===== src/rtl/tinyv_ctrl_pkg.sv =====
// Shared FSM state encoding and default parameter values for the run controller.
// Pure declarations, no logic.
package tinyv_ctrl_pkg;

    typedef enum logic [1:0] {
        ST_HOLD    = 2'd0,
        ST_RELEASE = 2'd1,
        ST_RUN     = 2'd2,
        ST_DONE    = 2'd3
    } state_t;

    localparam int DEF_N_CH       = 2;
    localparam int DEF_RST_CYCLES = 2;
    localparam int DEF_STAGGER    = 1;
    localparam int DEF_MAX_CYCLES = 10;
    localparam int DEF_CNT_W      = 32;

endpackage


===== src/rtl/rst_stagger.sv =====
// Staggered per-channel reset release: channel k drops reset after k*STAGGER enabled cycles.
// Registered mask; last is combinational and flags the edge that releases the final channel.
module rst_stagger #(
    parameter int N_CH    = 2,
    parameter int STAGGER = 1
) (
    input  logic            clk,
    input  logic            reset,
    input  logic            en,
    output logic [N_CH-1:0] core_rst,
    output logic            last
);

    localparam int REL_MAX = (N_CH - 1) * STAGGER;
    localparam int REL_W   = (REL_MAX > 0) ? $clog2(REL_MAX + 1) : 1;

    logic [REL_W-1:0] rel_cnt;
    logic [N_CH-1:0]  clr;

    always_comb begin
        clr = '0;
        for (int k = 0; k < N_CH; k++) begin
            clr[k] = en && (rel_cnt == REL_W'(k * STAGGER));
        end
    end

    assign last = en && (rel_cnt == REL_W'(REL_MAX));

    always_ff @(posedge clk or posedge reset) begin
        if (reset) begin
            rel_cnt  <= '0;
            core_rst <= '1;
        end else if (en) begin
            core_rst <= core_rst & ~clr;
            // Counter parks at its final value; it is only used during one release pass.
            if (!last) begin
                rel_cnt <= rel_cnt + REL_W'(1);
            end
        end
    end

endmodule


===== src/rtl/run_ctrl.sv =====
// Core run controller: hold all cores in reset, release them staggered, run to all-halted or budget expiry.
// All outputs registered; no backpressure, halt_i is sampled every cycle in RELEASE and RUN.
module run_ctrl
    import tinyv_ctrl_pkg::*;
#(
    parameter int N_CH       = DEF_N_CH,
    parameter int RST_CYCLES = DEF_RST_CYCLES,
    parameter int STAGGER    = DEF_STAGGER,
    parameter int MAX_CYCLES = DEF_MAX_CYCLES,
    parameter int CNT_W      = DEF_CNT_W
) (
    input  logic             clk,
    input  logic             reset,
    input  logic [N_CH-1:0]  halt_i,
    output logic [N_CH-1:0]  core_rst_o,
    output logic             running_o,
    output logic             done_o,
    output logic             timeout_o,
    output logic [N_CH-1:0]  halted_o,
    output logic [CNT_W-1:0] cycle_cnt_o
);

    if (N_CH < 1)       $error("run_ctrl: N_CH must be >= 1");
    if (RST_CYCLES < 1) $error("run_ctrl: RST_CYCLES must be >= 1");
    if (STAGGER < 0)    $error("run_ctrl: STAGGER must be >= 0");
    if (MAX_CYCLES < 1) $error("run_ctrl: MAX_CYCLES must be >= 1");
    if (CNT_W < 1)      $error("run_ctrl: CNT_W must be >= 1");
    if ((CNT_W < 31) && (MAX_CYCLES >= (1 << CNT_W)))
        $error("run_ctrl: MAX_CYCLES must be < 2**CNT_W");

    localparam int HOLD_W = (RST_CYCLES > 1) ? $clog2(RST_CYCLES) : 1;

    state_t            state, state_nxt;
    logic [HOLD_W-1:0] hold_cnt, hold_nxt;
    logic [N_CH-1:0]   halted_nxt, seen;
    logic [CNT_W-1:0]  cnt_nxt;
    logic              timeout_nxt;
    logic              rel_en, rel_last;

    assign rel_en = (state == ST_RELEASE);

    rst_stagger #(
        .N_CH    (N_CH),
        .STAGGER (STAGGER)
    ) u_stagger (
        .clk      (clk),
        .reset    (reset),
        .en       (rel_en),
        .core_rst (core_rst_o),
        .last     (rel_last)
    );

    // Halts only count for channels whose core is already out of reset.
    assign seen = halted_o | (halt_i & ~core_rst_o);

    always_comb begin
        state_nxt   = state;
        hold_nxt    = hold_cnt;
        halted_nxt  = halted_o;
        cnt_nxt     = cycle_cnt_o;
        timeout_nxt = timeout_o;
        case (state)
            ST_HOLD: begin
                if (hold_cnt == HOLD_W'(RST_CYCLES - 1)) begin
                    state_nxt = ST_RELEASE;
                end else begin
                    hold_nxt = hold_cnt + HOLD_W'(1);
                end
            end
            ST_RELEASE: begin
                halted_nxt = seen;
                if (rel_last) begin
                    state_nxt = ST_RUN;
                end
            end
            ST_RUN: begin
                halted_nxt = seen;
                // Completion is tested first so a final halt on the last budget cycle is not a timeout.
                if (&seen) begin
                    state_nxt = ST_DONE;
                end else if (cycle_cnt_o == CNT_W'(MAX_CYCLES - 1)) begin
                    state_nxt   = ST_DONE;
                    timeout_nxt = 1'b1;
                end else begin
                    cnt_nxt = cycle_cnt_o + CNT_W'(1);
                end
            end
            default: ;
        endcase
    end

    always_ff @(posedge clk or posedge reset) begin
        if (reset) begin
            state       <= ST_HOLD;
            hold_cnt    <= '0;
            halted_o    <= '0;
            cycle_cnt_o <= '0;
            timeout_o   <= 1'b0;
            running_o   <= 1'b0;
            done_o      <= 1'b0;
        end else begin
            state       <= state_nxt;
            hold_cnt    <= hold_nxt;
            halted_o    <= halted_nxt;
            cycle_cnt_o <= cnt_nxt;
            timeout_o   <= timeout_nxt;
            running_o   <= (state_nxt == ST_RUN);
            done_o      <= (state_nxt == ST_DONE);
        end
    end

endmodule


===== config.mk =====
export PLATFORM = sky130hd
export DESIGN_NAME = run_ctrl
export DESIGN_NICKNAME = d
export VERILOG_FILES = /design/src/rtl/tinyv_ctrl_pkg.sv /design/src/rtl/rst_stagger.sv /design/src/rtl/run_ctrl.sv
export SDC_FILE = /design/constraint.sdc
export NUM_CORES = 1
export LEC_CHECK = 0
export ABC_CLOCK_PERIOD_IN_PS = 2300
export CAP_MARGIN = 30
export CORE_UTILIZATION = 35
export DETAILED_ROUTE_END_ITERATION = 8
export GPL_TIMING_DRIVEN = 0
export PLACE_DENSITY = 0.64
export RECOVER_POWER = 25
export SLEW_MARGIN = 20
export SYNTH_ARGS = -nofsm -noshare
export SYNTH_HDL_FRONTEND = slang
export SYNTH_SLANG_ARGS = --single-unit

===== constraint.sdc =====
create_clock -name clk -period 2.3 [get_ports clk]
set_input_delay 0.345 -clock clk [delete_from_list [all_inputs] [get_ports clk]]
set_output_delay 0.345 -clock clk [all_outputs]
set_load 0.05 [all_outputs]

# Yosys cells after proc, flatten, opt, wreduce, memory -nomap -nowiden
# Cells that the tools add are included.
# word_totals
reg_bits	43
in_bits	4
wordCells	40
# op_classes
addsub	3
eq_ne	5
mux	6
bitwise	9
reduce_logical	8
# op_table
cell	count
adder 32 x 1 -> 32 bit (second input constant)	1
equality test 32 x 4 -> 1 bit (second input constant)	1
two-way mux 2 bit	4
equality test 2 bit (second input constant)	3
case mux 2 bit (3 select lines)	1
AND reduction 3 bit	2
bitwise AND 2 bit	2
NOT 1 bit	4
NOT 2 bit	2
AND reduction 2 bit	2
adder 1 bit (second input constant)	2
equality test 2 x 1 -> 1 bit (second input constant)	1
logical AND 1 bit	2
zero test 2 bit	1
OR 2 bit	1
OR reduction 2 bit	1
two-way mux 1 bit	1

# Logic depth before layout (Yosys ltp)
# depth
ltp_word	7
depth_mapped	7

# By module
# A second synthesis with hierarchy kept.
# unflattened
cells_unflattened	186
hier_area_um2	2105.8
# modules_own_cells
module	instances	cells_per_inst	area_each_um2
run_ctrl	1	177	1989.4
rst_stagger	1	9	116.4

# Worst setup path after synthesis
# No wires, ideal clock.
# synth_path
path_type	register -> register
from	reg cycle_cnt_o[6]
to	reg cycle_cnt_o[29]
setup_ns	0.082
t_arrival_ns	2.031
t_required_ns	2.218
path_slack_ns	0.187
path_stages_with_launch	6
n_path_buf	0
synth_period_minus_slack_ns	2.113
path_cell_list	dfrtp_1 > and4_4 > nand4_4 > or4_4 > nor3_2 > xor2_1
# synth_between
elab_chain_cells	3
elab_cells_between_ends	4
cone_classes	add/sub: 1; eq/ne: 1; bitwise: 1; reduce/logical: 1
# synth_rtl
item	line_no	text
from (decl)	run_ctrl.sv:20	output logic [CNT_W-1:0] cycle_cnt_o
from (signal assigned)	run_ctrl.sv:105	cycle_cnt_o <= cnt_nxt;
parallel branches: the longest is 3 deep, another holds adder 32 x 1 -> 32 bit	n/a	
# Several ways; the timed one is not identified.
# A chain may end at the register's enable or synchronous reset.

# Worst setup path after layout
# layout_path
from	reg state[0]
to	reg cycle_cnt_o[29]
# layout_between
elab_chain_cells	2
# layout_rtl
item	line_no	text
from (decl)	run_ctrl.sv:33	state_t state, state_nxt;
from (signal assigned)	run_ctrl.sv:102	state <= state_nxt;
equality test 2 bit	run_ctrl.sv:62	case (state)
AND reduction 3 bit (no source line)	n/a	
# Every way passes these cells.

==> run metrics <==
share of layout cells above drive strength 1 12.18%; Skew-Pair Late Insertion Delay 0.29 ns; Post-Synth XOR/XNOR Area 13.00%; Routed WL 4177 µm; worst reg2reg startpoint state[0]; simple-gate portion of the synthesized area 24.51%; maximum number of pins on one net before global-route repair 35; Die Height 79.24 µm; Data required, critical path 2.52 ns; outcome complete, no violations; CP Cell Sequence inv_1, ha_2, and2b_1, a22oi_2, or4_4, nor3_2, xor2_1; Rows 27; Max-Cap Viols 0; Critical Path End cycle_cnt_o[29]; I/O pin count 43; compound-cell area share of the yosys netlist 5.812%; P per Cell Area 636.5 nW/µm²; Root Buffer clkbuf_8; Hold Path Class in2async; Area growth, synth to finish 29.72%; All-Layer GR Usage 14.86%; Main synth FF type dfrtp_1; global-route wire length before repair 7217 µm; Antenna Cells 0; routed via count 1571; fin nets 247; final hold vios 0; clock sinks 43; Core Box Area 5642 µm²; # setup viols final 0; crit start category register; internal power 1169 µW; clk slew on worst S/H paths 0.08 ns; WL/cell 13.47 µm; vias in the first global route 1536; Tot Pwr 1724 µW; Max Fclk 464.4 MHz; peak supply drop 0.0003139 V; H-tree Lvls 2; worst setup path startpoint state[0]; WP data arrival 2.37 ns; max-slew violations 0; setup TNS 0 ns; DR DRC count 0; cell count after synthesis 186; Leak Pwr 0.001148 µW; GRT Residual Overflow 0; Post-DP HPWL 3134 µm; synth unique cells 40; combinational share of power 23.5%; count leader, synth dfrtp_1; Worst Max-Slew Pin Slew 0.8239 ns; Final min period 2.153 ns; RD Place Congestion 0.8011; Starting Density 37.01%; Tcrit/Tclk final 93.62%; critical path depth 7; R2R cell count 7; top post-synthesis cells by area dfrtp_1 (49%), xnor2_1 (9.2%), xor2_1 (3.8%); register area share after synthesis 51.65%; Syn Area/Cell 11.23 µm²; Vias/cell 5.068; FF-to-FF setup slack 0.15 ns; DRT iter0 DRCs 77; share of the synthesized area in the top cell type 49.13%; YS warnings 0; proportion of power drawn by the clock network 27.4%; Async SR Flop Fraction 100.0%; top cells by count, synth dfrtp_1 (41), xnor2_1 (22), nand2_1 (12), nand3_1 (12), nand4_1 (12); Die Area 6279 µm²; post-route ant nets 0; DRT Pass-1 Iters 4; number of buffers created by CTS 5; RSZ-0062 raised after global routing no; Crit Path Max Fanout 8; Reg-to-Reg End cycle_cnt_o[29]; Post-synth EDFFs 0; mux contribution to synthesized area 0%; crit-path leading delay family simple AND/OR/NAND/NOR gates; Seq pwr share 49.1%; slowest stage delay, CP 0.62 ns; initial antenna violation count 0; Max transition margin 45.07%; Crit. End Element register; Synthesized Nets 196; CP Class reg2reg; CTS tree built; switch share 32.20%; largest family of logic cells by synthesized area simple AND/OR/NAND/NOR gates; cell taking the most area after synthesis dfrtp_1; Netlist Area Pre-Place 2088 µm²; die width 79.24 µm; Synth Area in Adders 3.595%; Buf/Inv on CP 1; Slowest-stage cell, CP or4_4; Synth Register Bits 43; I/O Buffers 42; final clock skew 0.008212 ns; Psw 555.3 µW; clk buf depth 2
sequential cells by signal, indices dropped and copies added, names as in the netlist:
register and flops:
cycle_cnt_o 32, halted_o 2, state 2, u_stagger.core_rst 2
done_o 1, hold_cnt 1, running_o 1, timeout_o 1
u_stagger.rel_cnt 1
worst min-delay path by stage:
stage	from	to	slack (ns)
global placement	u_stagger.rel_cnt	u_stagger.core_rst[1]	0.46
finish	reset	running_o	0.46
floorplan	u_stagger.rel_cnt	u_stagger.core_rst[1]	0.43
global route	u_stagger.rel_cnt	u_stagger.core_rst[1]	0.50
CTS	reset	running_o	0.30
detailed placement	u_stagger.rel_cnt	u_stagger.core_rst[1]	0.46
area by class of cell:
| cell class | instances | area [µm²] |
|---|---|---|
| sequential | 43 | 1079 |
| buffer | 1 | 7.507 |
| clock inverter | 3 | 20.02 |
| multi-input combinational | 136 | 988.4 |
| tap | 72 | 90.09 |
| timing repair buffer | 44 | 432.9 |
| inverter | 6 | 22.52 |
| clock buffer | 5 | 68.82 |
| fill | 534 | 2933 |
placed cells by master (no fill, tap or decap), types with 3 or more instances in the layout:
master / count
a21oi_1: 3
nor2_1: 8
nor4_1: 6
nand3_1: 12
xor2_1: 9
dfrtp_1: 41
nand2_1: 12
or2_2: 3
inv_1: 6
and3_1: 4
clkdlybuf4s50_1: 41
xnor2_1: 22
clkbuf_8: 5
o22ai_1: 3
nor3_1: 4
nand4_1: 12
ha_1: 5
power by group through the flow:
| stage | clock network [µW] | registers (µW) | logic [µW] |
|---|---|---|---|
| final | 473 | 847 | 405 |
| after global routing | 530 | 857 | 452 |
| after CTS | 491 | 847 | 412 |
| after detailed placement | 0 | 861 | 411 |
| after global placement | 0 | 861 | 400 |
| after floorplan | 0 | 938 | 216 |
repair_timing:
item | 4_1_cts | 5_1_grt
resized for setup | 0 | 2
buffers inserted | 0 | 1
hold buffers | 0 | 0
setup endpoints to repair | 0 | 5
per-stage QoR:
stage / cells / setup slack [ns] / cell area (µm²) / utilization, % / hold WS [ns]
after floorplan: 186 / 0.1872 / 2088 / - / 0.4250
after global placement: 300 / 0.03651 / 2599 / 46.06 / 0.4574
after detailed placement: 301 / 0.07181 / 2619 / 46.42 / 0.4597
after CTS: 309 / 0.07352 / 2708 / 47.99 / 0.2955
after global routing: 310 / 0.002858 / 2709 / 48.02 / 0.5006
final: 310 / 0.1467 / 2709 / 48.02 / 0.4585
metal layers:
metal / vias to the layer above / global-route usage (%) / wire [µm]
met2: 38 / 24.31 / 1991
li1: 768 / - / -
met1: 760 / 18.92 / 1935
met4: 0 / 5.455 / 34
met5: - / 0 / 0
met3: 5 / 3.678 / 216
kinds of logic after synthesis:
logic type,after synthesis
buffers and inverters,7
xor gates and xnor gates,31
adders and majority gates,6
and+or+nand+nor,82
DFF,43
AOI/OAI and AO/OA,17
No activity file was read; power rests on OpenSTA's default activity.
